### src/rtl/hazard_pkg.sv
// Shared types and constants for the multi-cycle pipeline hazard controller.
package hazard_pkg;

    typedef enum logic [2:0] {
        ST_INIT  = 3'd0,
        ST_RUN   = 3'd1,
        ST_LDUSE = 3'd2,
        ST_DMISS = 3'd3,
        ST_IMISS = 3'd4
    } state_e;

    localparam logic [1:0] FWD_REG = 2'b00;
    localparam logic [1:0] FWD_M   = 2'b10;
    localparam logic [1:0] FWD_W   = 2'b01;

endpackage

### src/rtl/fwd_sel.sv
// Per-source E-stage forward selector: M result wins over W, register file otherwise.
module fwd_sel
    import hazard_pkg::*;
#(
    parameter int REG_AW   = 5,
    parameter int LOAD_LAT = 1
) (
    input  logic [REG_AW-1:0] rs_i,
    input  logic [REG_AW-1:0] rd_m_i,
    input  logic [REG_AW-1:0] rd_w_i,
    input  logic              rd_used_i,
    input  logic              reg_write_m_i,
    input  logic              reg_write_w_i,
    input  logic              mem_to_reg_m_i,
    output logic [1:0]        sel_o
);

    logic m_hit;
    logic w_hit;

    // A two-bubble load has not produced its data yet while it sits in M.
    assign m_hit = reg_write_m_i && (rd_m_i != '0) && (rd_m_i == rs_i) && rd_used_i
                   && !((LOAD_LAT == 2) && mem_to_reg_m_i);
    assign w_hit = reg_write_w_i && (rd_w_i != '0) && (rd_w_i == rs_i) && rd_used_i;

    assign sel_o = m_hit ? FWD_M : (w_hit ? FWD_W : FWD_REG);

endmodule

### src/rtl/hazard_ctrl_mc.sv
// Hazard controller for the 5-stage RV32 core: load-use, branch/jal flush, cache-miss
// stalls, post-reset flush sequence, E-stage forwarding and saturating perf counters.
module hazard_ctrl_mc
    import hazard_pkg::*;
#(
    parameter int REG_AW        = 5,
    parameter int LOAD_LAT      = 1,
    parameter int RST_FLUSH_CYC = 2,
    parameter int CNT_W         = 32
) (
    input  logic              CPU_CLK,
    input  logic              CPU_RST_N,
    input  logic              ICacheMiss,
    input  logic              DCacheMiss,
    input  logic              BranchE,
    input  logic              JalrE,
    input  logic              JalD,
    input  logic [REG_AW-1:0] Rs1D,
    input  logic [REG_AW-1:0] Rs2D,
    input  logic [REG_AW-1:0] Rs1E,
    input  logic [REG_AW-1:0] Rs2E,
    input  logic [REG_AW-1:0] RdE,
    input  logic [REG_AW-1:0] RdM,
    input  logic [REG_AW-1:0] RdW,
    input  logic [1:0]        RegReadE,
    input  logic [1:0]        RegReadD,
    input  logic              MemToRegE,
    input  logic              MemToRegM,
    input  logic              RegWriteM,
    input  logic              RegWriteW,
    output logic              StallF,
    output logic              FlushF,
    output logic              StallD,
    output logic              FlushD,
    output logic              StallE,
    output logic              FlushE,
    output logic              StallM,
    output logic              FlushM,
    output logic              StallW,
    output logic              FlushW,
    output logic [1:0]        Forward1E,
    output logic [1:0]        Forward2E,
    output logic [CNT_W-1:0]  StallCnt,
    output logic [CNT_W-1:0]  FlushCnt
);

    localparam int IW = $clog2(RST_FLUSH_CYC + 1);

    state_e           state_q, state_d;
    logic [IW-1:0]    init_cnt_q, init_cnt_d;
    logic             bub_q, bub_d;
    logic [CNT_W-1:0] stall_cnt_q, stall_cnt_d;
    logic [CNT_W-1:0] flush_cnt_q, flush_cnt_d;
    logic             run_eval;
    logic             load_use;
    logic             redirect_e;
    logic             stall_any;
    logic             flush_de;
    logic [1:0]       fwd1_raw, fwd2_raw;

    function automatic logic [CNT_W-1:0] sat_inc(input logic [CNT_W-1:0] v);
        return (&v) ? v : v + CNT_W'(1);
    endfunction

    assign redirect_e = BranchE || JalrE;
    assign load_use   = MemToRegE && (RdE != '0)
                        && (((RdE == Rs1D) && RegReadD[1]) || ((RdE == Rs2D) && RegReadD[0]));

    always_comb begin
        state_d    = state_q;
        init_cnt_d = init_cnt_q;
        bub_d      = bub_q;
        run_eval   = 1'b0;
        {StallF, FlushF, StallD, FlushD, StallE, FlushE, StallM, FlushM, StallW, FlushW} = '0;

        unique case (state_q)
            ST_INIT: begin
                {FlushF, FlushD, FlushE, FlushM, FlushW} = '1;
                if (init_cnt_q <= IW'(1)) state_d = ST_RUN;
                else                      init_cnt_d = init_cnt_q - IW'(1);
            end
            ST_RUN: run_eval = 1'b1;
            ST_LDUSE: begin
                if (!bub_q) begin
                    run_eval = 1'b1;
                end else begin
                    {StallF, StallD, FlushE} = '1;
                    bub_d = 1'b0;
                end
            end
            ST_DMISS: begin
                if (DCacheMiss) {StallF, StallD, StallE, StallM, FlushW} = '1;
                else            run_eval = 1'b1;
            end
            ST_IMISS: begin
                // A branch waiting on the refill stays parked in E so its target survives.
                if (ICacheMiss && !DCacheMiss) begin
                    if (redirect_e) {StallF, StallD, StallE, FlushM} = '1;
                    else            {StallF, FlushD} = '1;
                end else begin
                    run_eval = 1'b1;
                end
            end
            default: begin
                {FlushF, FlushD, FlushE, FlushM, FlushW} = '1;
                state_d = ST_INIT;
            end
        endcase

        if (run_eval) begin
            state_d = ST_RUN;
            if (DCacheMiss) begin
                {StallF, StallD, StallE, StallM, FlushW} = '1;
                state_d = ST_DMISS;
            end else if (load_use) begin
                {StallF, StallD, FlushE} = '1;
                bub_d   = (LOAD_LAT == 2);
                state_d = ST_LDUSE;
            end else if (redirect_e) begin
                if (ICacheMiss) begin
                    {StallF, StallD, StallE, FlushM} = '1;
                    state_d = ST_IMISS;
                end else begin
                    {FlushD, FlushE} = '1;
                end
            end else if (ICacheMiss) begin
                {StallF, FlushD} = '1;
                state_d = ST_IMISS;
            end else if (JalD) begin
                FlushD = 1'b1;
            end
        end
    end

    assign stall_any   = StallF || StallD || StallE || StallM || StallW;
    assign flush_de    = (FlushD || FlushE) && (state_q != ST_INIT);
    assign stall_cnt_d = stall_any ? sat_inc(stall_cnt_q) : stall_cnt_q;
    assign flush_cnt_d = flush_de  ? sat_inc(flush_cnt_q) : flush_cnt_q;

    always_ff @(posedge CPU_CLK or negedge CPU_RST_N) begin
        if (!CPU_RST_N) begin
            state_q     <= ST_INIT;
            init_cnt_q  <= IW'(RST_FLUSH_CYC);
            bub_q       <= 1'b0;
            stall_cnt_q <= '0;
            flush_cnt_q <= '0;
        end else begin
            state_q     <= state_d;
            init_cnt_q  <= init_cnt_d;
            bub_q       <= bub_d;
            stall_cnt_q <= stall_cnt_d;
            flush_cnt_q <= flush_cnt_d;
        end
    end

    assign StallCnt = stall_cnt_q;
    assign FlushCnt = flush_cnt_q;

    fwd_sel #(.REG_AW(REG_AW), .LOAD_LAT(LOAD_LAT)) u_fwd1 (
        .rs_i          (Rs1E),
        .rd_m_i        (RdM),
        .rd_w_i        (RdW),
        .rd_used_i     (RegReadE[1]),
        .reg_write_m_i (RegWriteM),
        .reg_write_w_i (RegWriteW),
        .mem_to_reg_m_i(MemToRegM),
        .sel_o         (fwd1_raw)
    );

    fwd_sel #(.REG_AW(REG_AW), .LOAD_LAT(LOAD_LAT)) u_fwd2 (
        .rs_i          (Rs2E),
        .rd_m_i        (RdM),
        .rd_w_i        (RdW),
        .rd_used_i     (RegReadE[0]),
        .reg_write_m_i (RegWriteM),
        .reg_write_w_i (RegWriteW),
        .mem_to_reg_m_i(MemToRegM),
        .sel_o         (fwd2_raw)
    );

    assign Forward1E = (state_q == ST_INIT) ? FWD_REG : fwd1_raw;
    assign Forward2E = (state_q == ST_INIT) ? FWD_REG : fwd2_raw;

endmodule

### config.mk
export PLATFORM = sky130hd
export DESIGN_NAME = hazard_ctrl_mc
export DESIGN_NICKNAME = d
export VERILOG_FILES = /design/src/rtl/hazard_pkg.sv /design/src/rtl/fwd_sel.sv /design/src/rtl/hazard_ctrl_mc.sv
export SDC_FILE = /design/constraint.sdc
export NUM_CORES = 1
export LEC_CHECK = 0
export BUFFER_PORTS_ARGS = -buffer_cell sky130_fd_sc_hd__buf_4
export CAP_MARGIN = 20
export CORE_UTILIZATION = 52
export CTS_CLUSTER_DIAMETER = 150
export DETAILED_ROUTE_END_ITERATION = 10
export GPL_TIMING_DRIVEN = 0
export PLACE_DENSITY = 0.78
export SYNTH_ARGS = -nofsm -noshare
export SYNTH_HDL_FRONTEND = slang
export SYNTH_HIERARCHICAL = 1
export SYNTH_SLANG_ARGS = --single-unit
### constraint.sdc
create_clock -name CPU_CLK -period 2.6 [get_ports CPU_CLK]
set_input_delay 0.13 -clock CPU_CLK [delete_from_list [all_inputs] [get_ports CPU_CLK]]
set_output_delay 0.13 -clock CPU_CLK [all_outputs]
set_load 0.01 [all_outputs]
==> impl_metrics.csv <==
group,metric,value,unit
logic_synthesis,synth_edf_count,0,
clock_tree,clk_latency,0.34,ns
logic_synthesis,syn_area_per_cell,9.57,µm²
floorplan,ios,128,
logic_synthesis,ys_types,60,
critical_path,cp_slowest_cell,"dfrtp_1",
clock_tree,cts_buffers,9,
critical_path,crit_chain,"nand4_1 > or3_1 > nor4_4 > nand3_1 > nor4_1 > mux2_1",
critical_path,start_kind,"register",
power,p_leak,2.39,nW
power,p_per_area,646,nW/µm²
drt,via_count,3848,
drt,drc_errors,0,
floorplan,chipWidth,92.3,µm
timing,slew_viol_final,0,
worst_hold_path,whs_path_depth,3,
logic_synthesis,netlist_area,4240,µm²
global_routing,grt_pass1_vias,3645,
clock_tree,htree_levels,3,
drt,drt.antenna.violating_nets,0,
clock_tree,clockBufferDepth,2,
cells_and_area,final_layout_size_suffix_gt1_frac,0.303,
place,preCtsSetupSlack,0.180,ns
drt,first_pass_iters,5,
timing,final.min_clock_period,2.48,ns
critical_path,cp-end-kind,"register",
place,routabilityCongestion,0.905,
cells_and_area,fin_nets,632,
critical_path,cp.required,2.82,ns
cells_and_area,postLayoutCoreUtil,0.711,
place,numPortBuffers,123,
clock_tree,cts.sink_count,70,
critical_path,critical_path_class,"reg2reg",
global_routing,antenna_found_initial,0,
timing,slew_headroom,0.432,
cells_and_area,diodes,0,
global_routing,grt_pass1_wl,17400,µm
logic_synthesis,ys_async_sr_fraction,1.00,
floorplan,start_util,0.543,
global_routing,grt_max_degree,71,
timing,clock_skew,0.0113,ns
logic_synthesis,netlist_top_cells_count,"dfrtp_1, xnor2_1, nand3_1, nand2_1, nor2_1",
logic_synthesis,ys_seq_area_frac,0.414,
floorplan,die_area,8510,µm²
cells_and_area,area_growth,31.1,%
timing,hold_viol,0,
clock_tree,cts.clk_slew.worst_paths,0.08,ns
logic_synthesis,synth_area_leaders,"dfrtp_1, xnor2_1, xor2_1",
logic_synthesis,yosys_warnings,6,
floorplan,die-height,92.3,µm
critical_path,reg2reg_depth,6,
timing,fmax,0.403,GHz
timing,setup_viol,0,
drt,viasPerCell,5.61,
worst_hold_path,min_path_type,"in2reg",
logic_synthesis,synth.most_common_cell,"dfrtp_1",
clock_tree,clk_root_buffer_cell,"clkbuf_8",
drt,finalWirelength,10700,µm
timing,tightest_slew,0.853,ns
logic_synthesis,ys.flop_type,"dfrtp_1",
timing,period_share,0.954,
drt,first_iter_violations,140,
critical_path,slowest_delay,0.49,ns
flow_run,max_cap_viol_count,0,
timing,rsz0062_at_grt,"true",
critical_path,cp.arrival,2.70,ns
timing,final.setup.worst_slack,0.120,ns
logic_synthesis,synth_area_leader_cell,"dfrtp_1",
outcome,outcome,"finished, final reports clean",
floorplan,rows,32,
global_routing,grt_usage,0.258,
global_routing,grt_overflow,0,
drt,post_drt_wl_per_cell,15.6,µm
power,vdd_ir_drop_max,0.508,mV
critical_path,crit_cells,6,
critical_path,path_buf_inv,0,
logic_synthesis,syn_inst,443,
floorplan,core,7810,µm²
cells_and_area,fill_cells,614,
place,dp_hpwl,7910,µm
logic_synthesis,synth_top_area_share,0.407,
clock_tree,cts_tree,"built",
critical_path,critPathMaxFanout,6,
logic_synthesis,synth-seq-cells,70,
logic_synthesis,syn-num-nets,496,
critical_path,critPathTopFamily,"simple AND/OR/NAND/NOR gates",
## what timing repair did
item | 4_1_cts | 5_1_grt
endpoints found under the setup margin | 0 | 6
resized for setup | 0 | 1
endpoints found under the hold margin | 69 | 0
setup buffers | 0 | 1
hold buffers | 1 | 0
## per-layer routing
metal  track usage  wire length [µm]  part of all wire
met1         0.350              4780              0.45
met2         0.420              5270              0.49
met3        0.0489               543             0.051
met4        0.0755                90            0.0084
met5             0                 0                 0
## power breakdown
part | switching [W] | internal (W) | total, W
combinational | 0.000633 | 0.000528 | 0.00116
sequential | 0.000183 | 0.00122 | 0.00140
clock | 0.000399 | 0.000622 | 0.00102
total | 0.00122 | 0.00237 | 0.00359
## cell type report
class,instances,area (µm²),share of cell area
Multi-Input combinational cell,343,2350,0.424
Sequential cell,70,1750,0.316
Timing Repair Buffer,125,941,0.169
Clock buffer,12,165,0.0297
Tap cell,102,128,0.0230
Buffer,16,83.8,0.0151
Clock inverter,4,77.6,0.0140
Inverter,14,52.6,0.00946
## tightest hold or removal path, cell delays in order
cell and delay [ns]:
buf_2 0.17, nor2_1 0.12, o21a_1 0.12
## cell families after synthesis
| family | Yosys count | synth area share |
|---|---|---|
| AOI/OAI and AO/OA | 55 | 0.102 |
| xor gates and xnor gates | 85 | 0.177 |
| adders and majority gates | 3 | 0.00886 |
| buffers and inverters | 30 | 0.0322 |
| DFF | 70 | 0.414 |
| muxes | 1 | 0.00266 |
| other | 1 | 0.000885 |
| and+or+nand+nor | 198 | 0.262 |
## flip-flops by register name (all words and copies together), names as in the netlist
register / cells
FlushCnt: 32
init_cnt_q: 2
bub_q: 1
StallCnt: 32
state_q: 3
## cell usage in the layout (no fill, tap or decap), types with 12 or more instances in the layout
cell        n
buf_4     128
dfrtp_1    69
xnor2_1    59
nand3_1    34
nand2_1    32
nor2_1     28
nand4_1    27
xor2_1     25
nor3_1     20
inv_1      14
clkbuf_8   12
## stage by stage
step                      hold slack (ns)  power (W)  setup TNS [ns]  cell area (µm²)  cells
final                               0.248    0.00359               0             5550    686
after global routing                0.260    0.00377         -0.0389             5550    686
after CTS                           0.239    0.00359               0             5540    685
after detailed placement            0.293    0.00256               0             5290    668
after global placement              0.291    0.00252               0             5290    668
after floorplan                    -0.166    0.00203               0             4240    443
## path summary, 6_finish.rpt
kind                            slack [ns]     startpoint             to
worst min-delay path                  0.25     ICacheMiss     state_q[0]
min in group asynchronous             0.43      CPU_RST_N   StallCnt[29]
max in group asynchronous             1.59      CPU_RST_N   FlushCnt[20]
worst max-delay path                  0.12    FlushCnt[8]   FlushCnt[30]
worst min register to register        0.49  init_cnt_q[0]  init_cnt_q[0]
worst max register to register        0.12    FlushCnt[8]   FlushCnt[30]
Note: power is estimated with default switching activity, not from simulation.
